===== src/rtl/apb_rr_arbiter.sv =====
// Round-robin arbiter/sequencer in front of a single APB master.
// Latches the winner's command, pulses o_transfer once, and returns done/rdata to the owner.
module apb_rr_arbiter #(
    parameter int WIDTH   = 8,
    parameter int NUM_REQ = 4,
    parameter int TIMEOUT = 16
) (
    input  logic                     i_PCLK,
    input  logic                     i_PRESET,
    input  logic [NUM_REQ-1:0]       i_req_valid,
    input  logic [NUM_REQ-1:0]       i_req_write,
    input  logic [NUM_REQ*WIDTH-1:0] i_req_addr,
    input  logic [NUM_REQ*WIDTH-1:0] i_req_wdata,
    input  logic                     i_PENABLE,
    input  logic                     i_PREADY,
    input  logic [WIDTH-1:0]         i_apb_read_data,
    input  logic                     i_err_clr,
    output logic                     o_transfer,
    output logic                     o_READ_WRITE,
    output logic [WIDTH-1:0]         o_apb_write_paddr,
    output logic [WIDTH-1:0]         o_apb_write_data,
    output logic [WIDTH-1:0]         o_apb_read_paddr,
    output logic [NUM_REQ-1:0]       o_grant,
    output logic [NUM_REQ-1:0]       o_req_done,
    output logic [WIDTH-1:0]         o_req_rdata,
    output logic                     o_timeout_err,
    output logic [1:0]               o_dbg_state
);

    localparam int PW = $clog2(NUM_REQ);
    localparam int CW = $clog2(TIMEOUT + 1);

    typedef enum logic [1:0] {
        S_IDLE     = 2'd0,
        S_ISSUE    = 2'd1,
        S_WAIT     = 2'd2,
        S_COMPLETE = 2'd3
    } state_t;

    state_t              r_state;
    state_t              w_state_next;

    logic [PW-1:0]       r_ptr;
    logic [NUM_REQ-1:0]  r_grant;
    logic [NUM_REQ-1:0]  r_done;
    logic [WIDTH-1:0]    r_rdata;
    logic                r_transfer;
    logic                r_rw;
    logic [WIDTH-1:0]    r_wr_paddr;
    logic [WIDTH-1:0]    r_wr_data;
    logic [WIDTH-1:0]    r_rd_paddr;
    logic [CW-1:0]       r_cnt;
    logic                r_err;

    logic                w_found;
    logic [PW-1:0]       w_idx;
    logic [PW-1:0]       w_cand;
    logic [PW-1:0]       w_ptr_next;
    int                  w_k;
    logic                w_access_done;
    logic                w_sel_write;
    logic [WIDTH-1:0]    w_sel_addr;
    logic [WIDTH-1:0]    w_sel_wdata;

    // Scan downward so the last hit (closest to the pointer) wins.
    always_comb begin
        w_found = 1'b0;
        w_idx   = '0;
        w_k     = 0;
        w_cand  = '0;
        for (int i = NUM_REQ - 1; i >= 0; i--) begin
            w_k = int'(r_ptr) + i;
            if (w_k >= NUM_REQ) begin
                w_k = w_k - NUM_REQ;
            end
            w_cand = PW'(w_k);
            if (i_req_valid[w_cand]) begin
                w_found = 1'b1;
                w_idx   = w_cand;
            end
        end
    end

    assign w_ptr_next    = (w_idx == PW'(NUM_REQ - 1)) ? '0 : w_idx + 1'b1;
    assign w_access_done = i_PENABLE && i_PREADY;
    assign w_sel_write   = i_req_write[w_idx];
    assign w_sel_addr    = i_req_addr[w_idx*WIDTH +: WIDTH];
    assign w_sel_wdata   = i_req_wdata[w_idx*WIDTH +: WIDTH];

    always_ff @(posedge i_PCLK or posedge i_PRESET) begin
        if (i_PRESET) begin
            r_state <= S_IDLE;
        end else begin
            r_state <= w_state_next;
        end
    end

    always_comb begin
        w_state_next = r_state;
        case (r_state)
            S_IDLE: begin
                if (w_found) begin
                    w_state_next = S_ISSUE;
                end
            end
            S_ISSUE: begin
                w_state_next = S_WAIT;
            end
            S_WAIT: begin
                if (w_access_done) begin
                    w_state_next = S_COMPLETE;
                end
            end
            S_COMPLETE: begin
                w_state_next = S_IDLE;
            end
            default: begin
                w_state_next = S_IDLE;
            end
        endcase
    end

    // Command/holding registers double as the outputs so they cannot glitch mid-access.
    always_ff @(posedge i_PCLK or posedge i_PRESET) begin
        if (i_PRESET) begin
            r_ptr      <= '0;
            r_grant    <= '0;
            r_done     <= '0;
            r_rdata    <= '0;
            r_transfer <= 1'b0;
            r_rw       <= 1'b0;
            r_wr_paddr <= '0;
            r_wr_data  <= '0;
            r_rd_paddr <= '0;
        end else begin
            case (r_state)
                S_IDLE: begin
                    if (w_found) begin
                        r_grant    <= NUM_REQ'(1) << w_idx;
                        r_ptr      <= w_ptr_next;
                        r_transfer <= 1'b1;
                        r_rdata    <= '0;
                        r_rw       <= w_sel_write;
                        r_wr_paddr <= w_sel_write ? w_sel_addr  : '0;
                        r_wr_data  <= w_sel_write ? w_sel_wdata : '0;
                        r_rd_paddr <= w_sel_write ? '0 : w_sel_addr;
                    end
                end
                S_ISSUE: begin
                    r_transfer <= 1'b0;
                end
                S_WAIT: begin
                    if (w_access_done) begin
                        r_done <= r_grant;
                        if (!r_rw) begin
                            r_rdata <= i_apb_read_data;
                        end
                    end
                end
                S_COMPLETE: begin
                    r_done     <= '0;
                    r_grant    <= '0;
                    r_rdata    <= '0;
                    r_rw       <= 1'b0;
                    r_wr_paddr <= '0;
                    r_wr_data  <= '0;
                    r_rd_paddr <= '0;
                end
                default: begin
                    r_transfer <= 1'b0;
                end
            endcase
        end
    end

    // Watchdog saturates at TIMEOUT so a held i_err_clr is not overridden repeatedly.
    always_ff @(posedge i_PCLK or posedge i_PRESET) begin
        if (i_PRESET) begin
            r_cnt <= '0;
            r_err <= 1'b0;
        end else begin
            if (r_state == S_WAIT) begin
                if (r_cnt != CW'(TIMEOUT)) begin
                    r_cnt <= r_cnt + 1'b1;
                end
            end else begin
                r_cnt <= '0;
            end
            if ((r_state == S_WAIT) && (r_cnt == CW'(TIMEOUT - 1))) begin
                r_err <= 1'b1;
            end else if (i_err_clr) begin
                r_err <= 1'b0;
            end
        end
    end

    assign o_transfer        = r_transfer;
    assign o_READ_WRITE      = r_rw;
    assign o_apb_write_paddr = r_wr_paddr;
    assign o_apb_write_data  = r_wr_data;
    assign o_apb_read_paddr  = r_rd_paddr;
    assign o_grant           = r_grant;
    assign o_req_done        = r_done;
    assign o_req_rdata       = r_rdata;
    assign o_timeout_err     = r_err;
    assign o_dbg_state       = r_state;

endmodule


===== config.mk =====
export PLATFORM = sky130hd
export DESIGN_NAME = apb_rr_arbiter
export DESIGN_NICKNAME = d
export VERILOG_FILES = /design/src/rtl/apb_rr_arbiter.sv
export SDC_FILE = /design/constraint.sdc
export NUM_CORES = 1
export LEC_CHECK = 0
export CAP_MARGIN = 0
export CORE_ASPECT_RATIO = 1.25
export CORE_MARGIN = 1
export CORE_UTILIZATION = 38
export CTS_CLUSTER_DIAMETER = 80
export CTS_CLUSTER_SIZE = 25
export DETAILED_ROUTE_END_ITERATION = 16
export GPL_ROUTABILITY_DRIVEN = 1
export GPL_TIMING_DRIVEN = 0
export PLACE_DENSITY = 0.79
export SLEW_MARGIN = 20
export SYNTH_ARGS = -nofsm -noshare
export SYNTH_HDL_FRONTEND = slang
export SYNTH_SLANG_ARGS = --single-unit
export TNS_END_PERCENT = 50

===== constraint.sdc =====
create_clock -name i_PCLK -period 1.9 [get_ports i_PCLK]
set_clock_uncertainty 0.05 [all_clocks]
set_input_delay 0.38 -clock i_PCLK [delete_from_list [all_inputs] [get_ports i_PCLK]]
set_output_delay 0.38 -clock i_PCLK [all_outputs]
set_load 0.02 [all_outputs]

==> impl_metrics.json, run 1 <==
{
  "yosys.area.top_type_share_pct": 45.3,
  "first_pass_iters": 4,
  "criticalPathCategory": "reg2reg",
  "cts_root_buf": "clkbuf_8",
  "timing.final.crit_period_ns": 1.93,
  "critPathLaunchType": "register",
  "ir_drop_mv": 0.938,
  "drive_gt1_share_pct": 16.7,
  "synth.distinct_cells": 41,
  "worstPathArrival_ns": 2.07,
  "synth-edff-count": 0,
  "htree_levels": 2,
  "fmax_ghz": 0.519,
  "cts_hold_buf": 0,
  "pwr-share-seq_pct": 26.6,
  "worst_slew_pin_slew_ns": 0.384,
  "synth_area_mm2": 0.00287,
  "cap_violations": 0,
  "yosysTopAreaCell": "dfrtp_1",
  "wl_per_cell_um": 14.9,
  "dieArea_mm2": 0.00791,
  "violations": "negative setup slack",
  "power.net_switching_uw": 2920,
  "grt_max_degree": 21,
  "fin_ws_ns": -0.0270,
  "area_growth_pct": 66.6,
  "status": "finished with violations",
  "setup_viol": 9,
  "synthCells": 296,
  "p_total_uw": 6990,
  "nNetsFinal": 552,
  "clockPowerShare_pct": 9.3,
  "grt_pass1_wl_um": 12700,
  "path_max_fanout": 8,
  "ant_nets": 0,
  "port-buffer-count": 129,
  "fill_cells": 608,
  "async_reset_ff_share_pct": 100,
  "drc_errors": 0,
  "grt_pass1_vias": 2702,
  "yosysSeqAreaShare_pct": 45.3,
  "syn_area_per_cell_um2": 9.71,
  "grt_antenna_before_repair": 0,
  "dieHeight_um": 99.2,
  "post-place-ws_ns": -0.730,
  "multiInputGateArea_mm2": 0.00154,
  "synth_warnings": 0,
  "comb_power_share_pct": 64.0,
  "die_w_um": 79.8,
  "start_util_pct": 39.0,
  "drtIter0Drc": 74,
  "n_antenna_cell": 0,
  "track_usage_pct": 20.4,
  "finalCritPeriodShare_pct": 101,
  "syn_nets": 393,
  "num_io_pins": 130,
  "overflow": 0,
  "drv_slew": 0,
  "synth.area.top_cells": "dfrtp_1, nand2_1, mux2i_1",
  "seqCellArea_mm2": 0.00130,
  "sw_frac_of_total_pct": 41.7,
  "netlist_top_cells_count": "nand2_1, dfrtp_1, nand3_1",
  "cp_data_required_time_ns": 2.04,
  "cts_made_buffers": 5,
  "end_kind": "register",
  "cts_tree": "done",
  "rows": 35,
  "cts_buffer_depth": 2,
  "core_region_area_mm2": 0.00736,
  "worstSkewPairLatency_ns": 0.30,
  "synth_most_common_cell": "nand2_1",
  "vias_per_cell": 5.06,
  "hpwlAfterDp_um": 6040,
  "ys.flop_type": "dfrtp_1",
  "maxSlewHeadroom_pct": 74.0,
  "gp_congestion": 0.747,
  "rsz0062_at_grt": "true",
  "cts.sinks": 52,
  "vias": 2775,
  "power_density_mw_per_mm2": 1460,
  "intPower_uw": 4070,
  "ys_ff_latch": 52,
  "clk_pin_slew_ns": 0.09,
  "wirelength_um": 8170,
  "total_leakage_power_uw": 0.00213,
  "hold_violations": 0,
  "hold_path_class": "in2async"
}
## power groups by stage
stage | registers (uW) | clock network [uW] | logic (uW)
6_report | 1860 | 653 | 4480
5_1_grt | 1920 | 723 | 4840
4_1_cts | 1860 | 673 | 4050
3_5_place_dp | 1880 | 0 | 3770
3_3_place_gp | 1860 | 0 | 3690
2_1_floorplan | 2340 | 0 | 1750
## path summary, 6_finish.rpt
check / slack, ns / end / depth (start not counted) / start
worst max register to register: -0.03 / o_apb_write_data[7] / 7 / r_ptr[1]
worst min-delay path: 0.32 / o_dbg_state[1] / 2 / i_PRESET
min in group i_PCLK: 0.44 / o_apb_read_paddr[3] / 2 / o_apb_read_paddr[3]
max in group asynchronous: 0.87 / o_apb_write_data[6] / 4 / i_PRESET
worst min register to register: 0.44 / o_apb_read_paddr[3] / 2 / o_apb_read_paddr[3]
worst max-delay path: -0.03 / o_apb_write_data[7] / 7 / r_ptr[1]
## cells by family (layout without fill, tap and decap cells)
family / after synthesis / in the layout / share of synthesized area [%]
compound gates: 62 / 63 / 15.4
xor+xnor: 2 / 2 / 0.610
fa+ha+maj: 12 / 12 / 5.23
buf+inv: 34 / 193 / 5.88
flops: 52 / 52 / 45.3
mux: 28 / 28 / 11.0
simple gates: 106 / 106 / 16.6
## cell usage in the layout, fill, tap and decap left out, types with 2 or more instances in the layout
cell | Yosys | final
mux2i_1 | 17 | 17
a22o_1 | 8 | 8
nand2_1 | 62 | 60
dlygate4sd2_1 | 0 | 4
clkbuf_1 | 5 | 3
a21oi_1 | 4 | 4
buf_6 | 4 | 6
nor2_4 | 0 | 2
ha_1 | 12 | 11
buf_16 | 0 | 2
nand3_1 | 25 | 25
inv_1 | 19 | 17
a21boi_0 | 2 | 2
inv_2 | 1 | 3
o21ai_0 | 18 | 12
nor2_1 | 5 | 4
dfrtp_1 | 52 | 52
a32o_1 | 10 | 10
nand2_4 | 0 | 3
buf_8 | 0 | 4
mux2_4 | 0 | 8
clkdlybuf4s50_1 | 0 | 125
o21ai_1 | 10 | 10
buf_4 | 2 | 20
nor3_4 | 0 | 2
and3_1 | 3 | 3
o21ai_2 | 0 | 6
mux2i_4 | 2 | 2
clkbuf_8 | 0 | 6
o21a_1 | 2 | 2
## state kept, by name, summed over array words and instances (netlist names)
name	count
o_apb_write_paddr	8
o_apb_read_paddr	8
o_grant	4
o_dbg_state	2
o_req_rdata	8
o_timeout_err	1
r_cnt	5
o_READ_WRITE	1
o_transfer	1
o_apb_write_data	8
r_ptr	2
o_req_done	4
## worst max-delay path: stages (launching register included)
cell	delay (ns)
dfrtp_1	0.43
a21oi_1	0.14
o21a_1	0.12
o22a_1	0.14
buf_6	0.15
mux2i_4	0.34
o22ai_4	0.18
a32o_1	0.25
## metal layers
metal	vias to the layer above	GRT usage, %	share of wire [%]
li1	1357	-	-
met2	88	38.1	54
met3	9	3.30	5.2
met4	0	5.08	1.3
met5	-	0	0
met1	1321	23.9	39
## stage by stage
step	hold slack [ns]	cell area, um2	cells	utilization, %	setup TNS [ns]
detailed placement	0.425	4340	519	59.0	-22.82
global placement	0.415	4280	517	58.2	-59.99
global route	0.351	4780	548	65.0	-2.79
finish	0.324	4780	548	65.0	-0.127
CTS	0.337	4580	538	62.2	-0.0156
floorplan	0.421	2880	296	-	-0.0336
## what timing repair did
| item | in CTS | in global routing |
|---|---|---|
| resized for setup | 25 | 34 |
| gates cloned | 0 | 2 |
| buffers inserted | 13 | 10 |
| pin swaps | 7 | 6 |
| setup endpoints to repair | 39 | 38 |
## cell type report
cell class | instances | area share (%)
flip-flops and latches | 52 | 27.2
well taps | 92 | 2.41
plain buffers | 12 | 2.51
clock buffers | 7 | 1.80
repair buffers | 153 | 32.2
inverters | 20 | 1.57
clock inverters | 1 | 0.157
multi-input cells | 211 | 32.2
(Power assumes the default switching activity.)
==> run 2: changes to the inputs <==
PLACE_DENSITY = 0.77   (was 0.79)
==> run 2 against run 1 <==
The flow still finishes with violations (negative setup slack). Clock power is 35% higher. Die area stayed put. Final cell count decreased by 1.3%. Hold slack better by 0.017 ns. Combinational power shrank 1%. First-iteration DRC count grew 54%. Routed wire length grew 1.7%. Critical path depth up 3. Worst setup slack worse by 0.011 ns. Via count down 0.54%. Fmax shrank 0.54%. Register-to-register slack is essentially flat. Critical path type unchanged.
==> impl_metrics.json, run 2 (synthesis results as in run 1) <==
{
  "status": "finished with violations",
  "violations": "negative setup slack",
  "area_growth_pct": 66.5,
  "wl_met3_um": 396,
  "drtIter0Drc": 114,
  "ant_nets": 0,
  "drc_errors": 0,
  "total_leakage_power_uw": 0.00210,
  "overflow": 0,
  "tns_ns": -0.120,
  "fill_cells": 613,
  "ir_drop_mv": 0.753,
  "track_usage_pct": 21.4,
  "fmax_ghz": 0.516,
  "final_cell_mix": "clkdlybuf4s50_1, nand2_1, dfrtp_1, nand3_1, mux2i_1",
  "top_layer": "met4",
  "cp_data_required_time_ns": 2.05,
  "timing.final.crit_period_ns": 1.94,
  "instances_no_fill": 541,
  "hpwlAfterDp_um": 6100,
  "final_common_cell": "clkdlybuf4s50_1",
  "wl_per_cell_um": 15.4,
  "place_inst": 518,
  "vias_per_cell": 5.10,
  "end_kind": "register",
  "first_pass_iters": 4,
  "wirelength_um": 8310,
  "crit_top_cell": "buf_8",
  "grt_pass1_vias": 2752,
  "core_region_area_mm2": 0.00736,
  "start_util_pct": 39.0,
  "clk_pin_slew_ns": 0.09,
  "power_density_mw_per_mm2": 1500,
  "finalCritPeriodShare_pct": 102,
  "port-buffer-count": 129,
  "cts_tree": "done",
  "grt_pass1_wl_um": 13400,
  "n_antenna_cell": 0,
  "num_io_pins": 130,
  "worst_slew_pin_slew_ns": 0.418,
  "crit_chain": "a21oi_2 > o21a_1 > o22a_1 > buf_6 > buf_8 > buf_8 > buf_12 > nand2_4 > nand3_2 > a32o_1",
  "die_w_um": 79.8,
  "path_max_fanout": 8,
  "criticalPathCategory": "reg2reg",
  "dieHeight_um": 99.2,
  "gp_congestion": 0.762,
  "wl_met1_um": 3310,
  "cts_buffer_depth": 2,
  "grt_antenna_before_repair": 0,
  "vias": 2760,
  "p_total_uw": 7170,
  "dieArea_mm2": 0.00791,
  "cts_made_buffers": 5,
  "rows": 35,
  "hold_violations": 0,
  "fin_ws_ns": -0.0376,
  "critPathLaunchType": "register",
  "grt_max_degree": 35,
  "maxSlewHeadroom_pct": 72.1,
  "post-route-util_pct": 65.0,
  "worstSkewPairLatency_ns": 0.30,
  "worstPathArrival_ns": 2.08,
  "post-place-ws_ns": -0.755,
  "cts_root_buf": "clkbuf_8",
  "setup_viol": 5,
  "cap_violations": 0,
  "crit_path_top_delay_cell": "dfrtp_2",
  "cts.sinks": 52,
  "dr_wl_met2_um": 4480,
  "drive_gt1_share_pct": 18.0,
  "cpPeakStageDelay_ns": 0.43,
  "hold_path_class": "in2async",
  "htree_levels": 2,
  "drv_slew": 0,
  "nNetsFinal": 546,
  "rsz0062_at_grt": "true"
}
run 2: changes by cell type in the layout (fill, tap and decap cells not counted), moves of 3 or more:
cell | before | now
nand2_1 | 60 | 55
mux2_2 | 1 | 7
nand2_2 | 0 | 3
nand3_2 | 0 | 3
o21ai_2 | 6 | 3
buf_12 | 0 | 3
nand3_1 | 25 | 22
buf_4 | 20 | 14
o21ai_1 | 10 | 13
mux2_4 | 8 | 2
run 2: path summary, 6_finish.rpt:
path | from | endpoint | slack, ns | depth (start not counted)
max in group asynchronous | i_PRESET | r_ptr[1] | 0.92 | 3
max reg2reg | r_ptr[1] | o_apb_write_data[2] | -0.04 | 10
min in group i_PCLK | o_apb_read_paddr[6] | o_apb_read_paddr[6] | 0.44 | 2
min | i_PRESET | o_req_rdata[7] | 0.34 | 2
min reg2reg | o_apb_read_paddr[6] | o_apb_read_paddr[6] | 0.44 | 2
max | r_ptr[1] | o_apb_write_data[2] | -0.04 | 10
run 2: routing by layer:
layer	vias up	track usage, %
li1	1340	-
met1	1319	25.7
met2	87	39.1
met3	14	3.76
met4	0	4.95
met5	-	0
run 2: cell type report:
type,count,area [um2],share of cell area (%)
clock buffers,5,68.8,1.44
multi-input cells,210,1560,32.6
repair buffers,146,1450,30.4
well taps,92,115,2.41
plain buffers,14,149,3.11
inverters,20,75.1,1.57
flip-flops and latches,52,1300,27.2
clock inverters,2,60.1,1.26
run 2: repair_timing:
action	in CTS	in global routing
gates resized for setup	45	26
endpoints found under the setup margin	39	38
pin swaps	14	9
setup buffers	13	3
hold buffers	0	0
run 2: report_power, final:
group          leakage (uW)  switching [uW]  internal (uW)
Combinational       0.00134            2270           2160
Clock             0.0000642             362            519
Sequential         0.000694             302           1560
run 2: critical path, delay by kind of cell (launching register included):
family,cells,cell delay [ns]
AO/OA/AOI/OAI,4,0.70
buffers and inverters,4,0.54
flip-flops,1,0.43
AND/OR/NAND/NOR,2,0.12
run 2: per-stage QoR:
stage          hold WS [ns]  instance area [um2]
3_5_place_dp          0.429                 4300
4_1_cts               0.355                 4680
6_report              0.341                 4780
3_3_place_gp          0.415                 4280
5_1_grt               0.373                 4780
2_1_floorplan         0.421                 2880
==> RTL edit (settings of run 2) <==
Make the reset (`i_PRESET`) synchronous in 3 clocked blocks.
--- a/src/rtl/apb_rr_arbiter.sv
+++ b/src/rtl/apb_rr_arbiter.sv
@@ -87,7 +87,7 @@
     assign w_sel_addr    = i_req_addr[w_idx*WIDTH +: WIDTH];
     assign w_sel_wdata   = i_req_wdata[w_idx*WIDTH +: WIDTH];
 
-    always_ff @(posedge i_PCLK or posedge i_PRESET) begin
+    always_ff @(posedge i_PCLK) begin
         if (i_PRESET) begin
             r_state <= S_IDLE;
         end else begin
@@ -121,7 +121,7 @@
     end
 
     // Command/holding registers double as the outputs so they cannot glitch mid-access.
-    always_ff @(posedge i_PCLK or posedge i_PRESET) begin
+    always_ff @(posedge i_PCLK) begin
         if (i_PRESET) begin
             r_ptr      <= '0;
             r_grant    <= '0;
@@ -174,7 +174,7 @@
     end
 
     // Watchdog saturates at TIMEOUT so a held i_err_clr is not overridden repeatedly.
-    always_ff @(posedge i_PCLK or posedge i_PRESET) begin
+    always_ff @(posedge i_PCLK) begin
         if (i_PRESET) begin
             r_cnt <= '0;
             r_err <= 1'b0;
Formal check against the unedited RTL: differs if i_PRESET is asserted again (counterexample within 4 cycles, from zero or initial values and one cycle with i_PRESET high); with i_PRESET held inactive, the same outputs for 10 cycles.
==> RTL edit against run 2 <==
The run still ends with negative setup slack left; worst setup slack worse by 0.11 ns; maximum frequency is 5.2% lower; synthesized area is 1.1% higher; utilization is 2.9 points higher; global-route usage is 3.7 points higher; worst hold slack better by 0.067 ns; power is 9.7% lower; design area is 5.0% higher; wire length is 28% higher; sequential cell count stayed put; critical path type unchanged; largest power group unchanged; highest routed layer unchanged.
==> RTL edit: results (changes against run 2) <==
| Metric | Value |
|---|---|
| CP delay by family, top | `compound AO/OA/AOI/OAI gates` |
| Hold_sp | `o_apb_read_paddr[7]$_SDFFE_PP0P_` |
| Hpwl dp | `7.04 mm (+15%)` |
| Setup WS pre-CTS | `-1.07 ns (-0.318 ns)` |
| FILL cells | `556 (-9.3%)` |
| Crit Path Max Fanout | `5 (-3)` |
| GRT Overall Usage | `0.251 (+0.0373)` |
| Leak | `1.81 nW (-14%)` |
| Clock Latency Late Sink | `0.31 ns` |
| Initial DRC count | `238 (+110%)` |
| Final setup TNS | `-1.25 ns (-1.13 ns)` |
| Hold Path Class | `register to register` |
| R2R depth | `9 (-1)` |
| Compound-cell area share of the yosys netlist | `0.270 (+0.115)` |
| Routed len/inst | `17.0 microns (+11%)` |
| CP arrival | `2.18 ns (+0.10 ns)` |
| Dominant cells by area after synthesis | `dfxtp_1 (36%), a21oi_1 (8.3%), nand3_1 (6.7%), nand2_1 (5.3%), ha_1 (5.2%)` |
| WS Path Type | `register to register` |
| Post-synthesis mux area share | `0.0379 (-0.0723)` |
| Via total after detailed routing | `3513 (+27%)` |
| Setup slack after layout | `-0.144 ns (-0.106 ns)` |
| FFs w/ async S/R, synth | `0 (-1.00)` |
| Sequential share of the synthesized area | `0.358 (-0.0946)` |
| Diodes inserted | `0 (unchanged)` |
| Worst r2r src | `r_ptr[0]$_SDFFE_PP0P_` |
| Synth Area in Adders | `0.0517 (-0.000585)` |
| Failing checks | `negative setup slack` |
| CTS Buffer Depth | `2 (unchanged)` |
| Status | `finished with violations` |
| Post-Synth XOR/XNOR Area | `0.00603 (-0.0000683)` |
| Peak supply drop | `0.661 mV (-12%)` |
| Initial antenna violation count | `0 (unchanged)` |
| Netlist cell types | `45 (+9.8%)` |
| Fin Hold WS | `0.407 ns (+0.0666 ns)` |
| TritonRoute pass-1 iters | `5 (+1)` |
| Nets | `630 (+15%)` |
| Rel. slew slack | `0.573 (-0.148)` |
| Area after DPL | `4350 sq um (+1.1%)` |
| Vias in the first global route | `3390 (+23%)` |
| Placer Congestion | `0.889 (+17%)` |
| Critical path's slowest cell | `dfxtp_2` |
| First-pass GRT wire length | `15.7 mm (+17%)` |
| Net Count, Synth | `469 (+19%)` |
| Largest net degree at the start of global routing | `16 (-54%)` |
| Share of cells above drive strength 1 | `0.223 (+0.0429)` |
| Worst setup path endpoint | `o_READ_WRITE$_SDFFE_PP0P_` |
| Final setup viols | `25 (+20)` |
| Most frequent cells after synthesis | `dfxtp_1 (52), a21oi_1 (48), nand2_1 (41)` |
| Worst path max stage delay | `0.34 ns (-0.09 ns)` |
[RTL edit: changes by cell type after synthesis, moves of 9 or more]
cell      delta
dfrtp_1     -52
dfxtp_1     +52
a21oi_1     +44
nor2_1      +26
nand2_1     -21
mux2i_1     -15
nand3_1     +14
clkbuf_1    +13
inv_1       -12
a32o_1      -10
a211oi_1     +9
o211ai_1     +9
[RTL edit: power by group]
part	switching, mW	internal, mW
logic	2.27	1.89
clock network	0.370	0.291
registers	0.216	1.44
total	2.85	3.62
[RTL edit: area by class of cell]
type	instances	area (sq um)	share of cell area
clock buffer	6	82.6	0.0164
buffer	21	138	0.0274
timing repair buffer	157	1550	0.308
inverter	8	30.0	0.00598
clock inverter	1	8.76	0.00174
multi-input combinational	288	2050	0.408
sequential	52	1050	0.209
tap	92	115	0.0229
[RTL edit: timing repair]
action | 4_1_cts | 5_1_grt
setup endpoints to repair | 39 | 42
pin swaps | 20 | 29
setup buffers | 18 | 9
resized for setup | 69 | 44
cloned | 0 | 2
[RTL edit: per-layer routing]
| metal | vias to the layer above | global-route usage | part of all wire |
|---|---|---|---|
| li1 | 1658 | - | - |
| met1 | 1630 | 0.269 | 0.37 |
| met2 | 189 | 0.459 | 0.52 |
| met3 | 36 | 0.0578 | 0.078 |
| met4 | 0 | 0.113 | 0.036 |
| met5 | - | 0 | 0 |
[RTL edit: through the flow]
step | instances | total power, mW
2_1_floorplan | 372 | 3.62
3_3_place_gp | 593 | 4.83
3_5_place_dp | 593 | 4.90
4_1_cts | 615 | 6.04
5_1_grt | 625 | 6.83
6_report | 625 | 6.48
[RTL edit: tightest hold or removal path, cell delays in order (launching register included)]
cell     delay, ns
dfxtp_1       0.32
nand2_1       0.05
a21oi_1       0.05
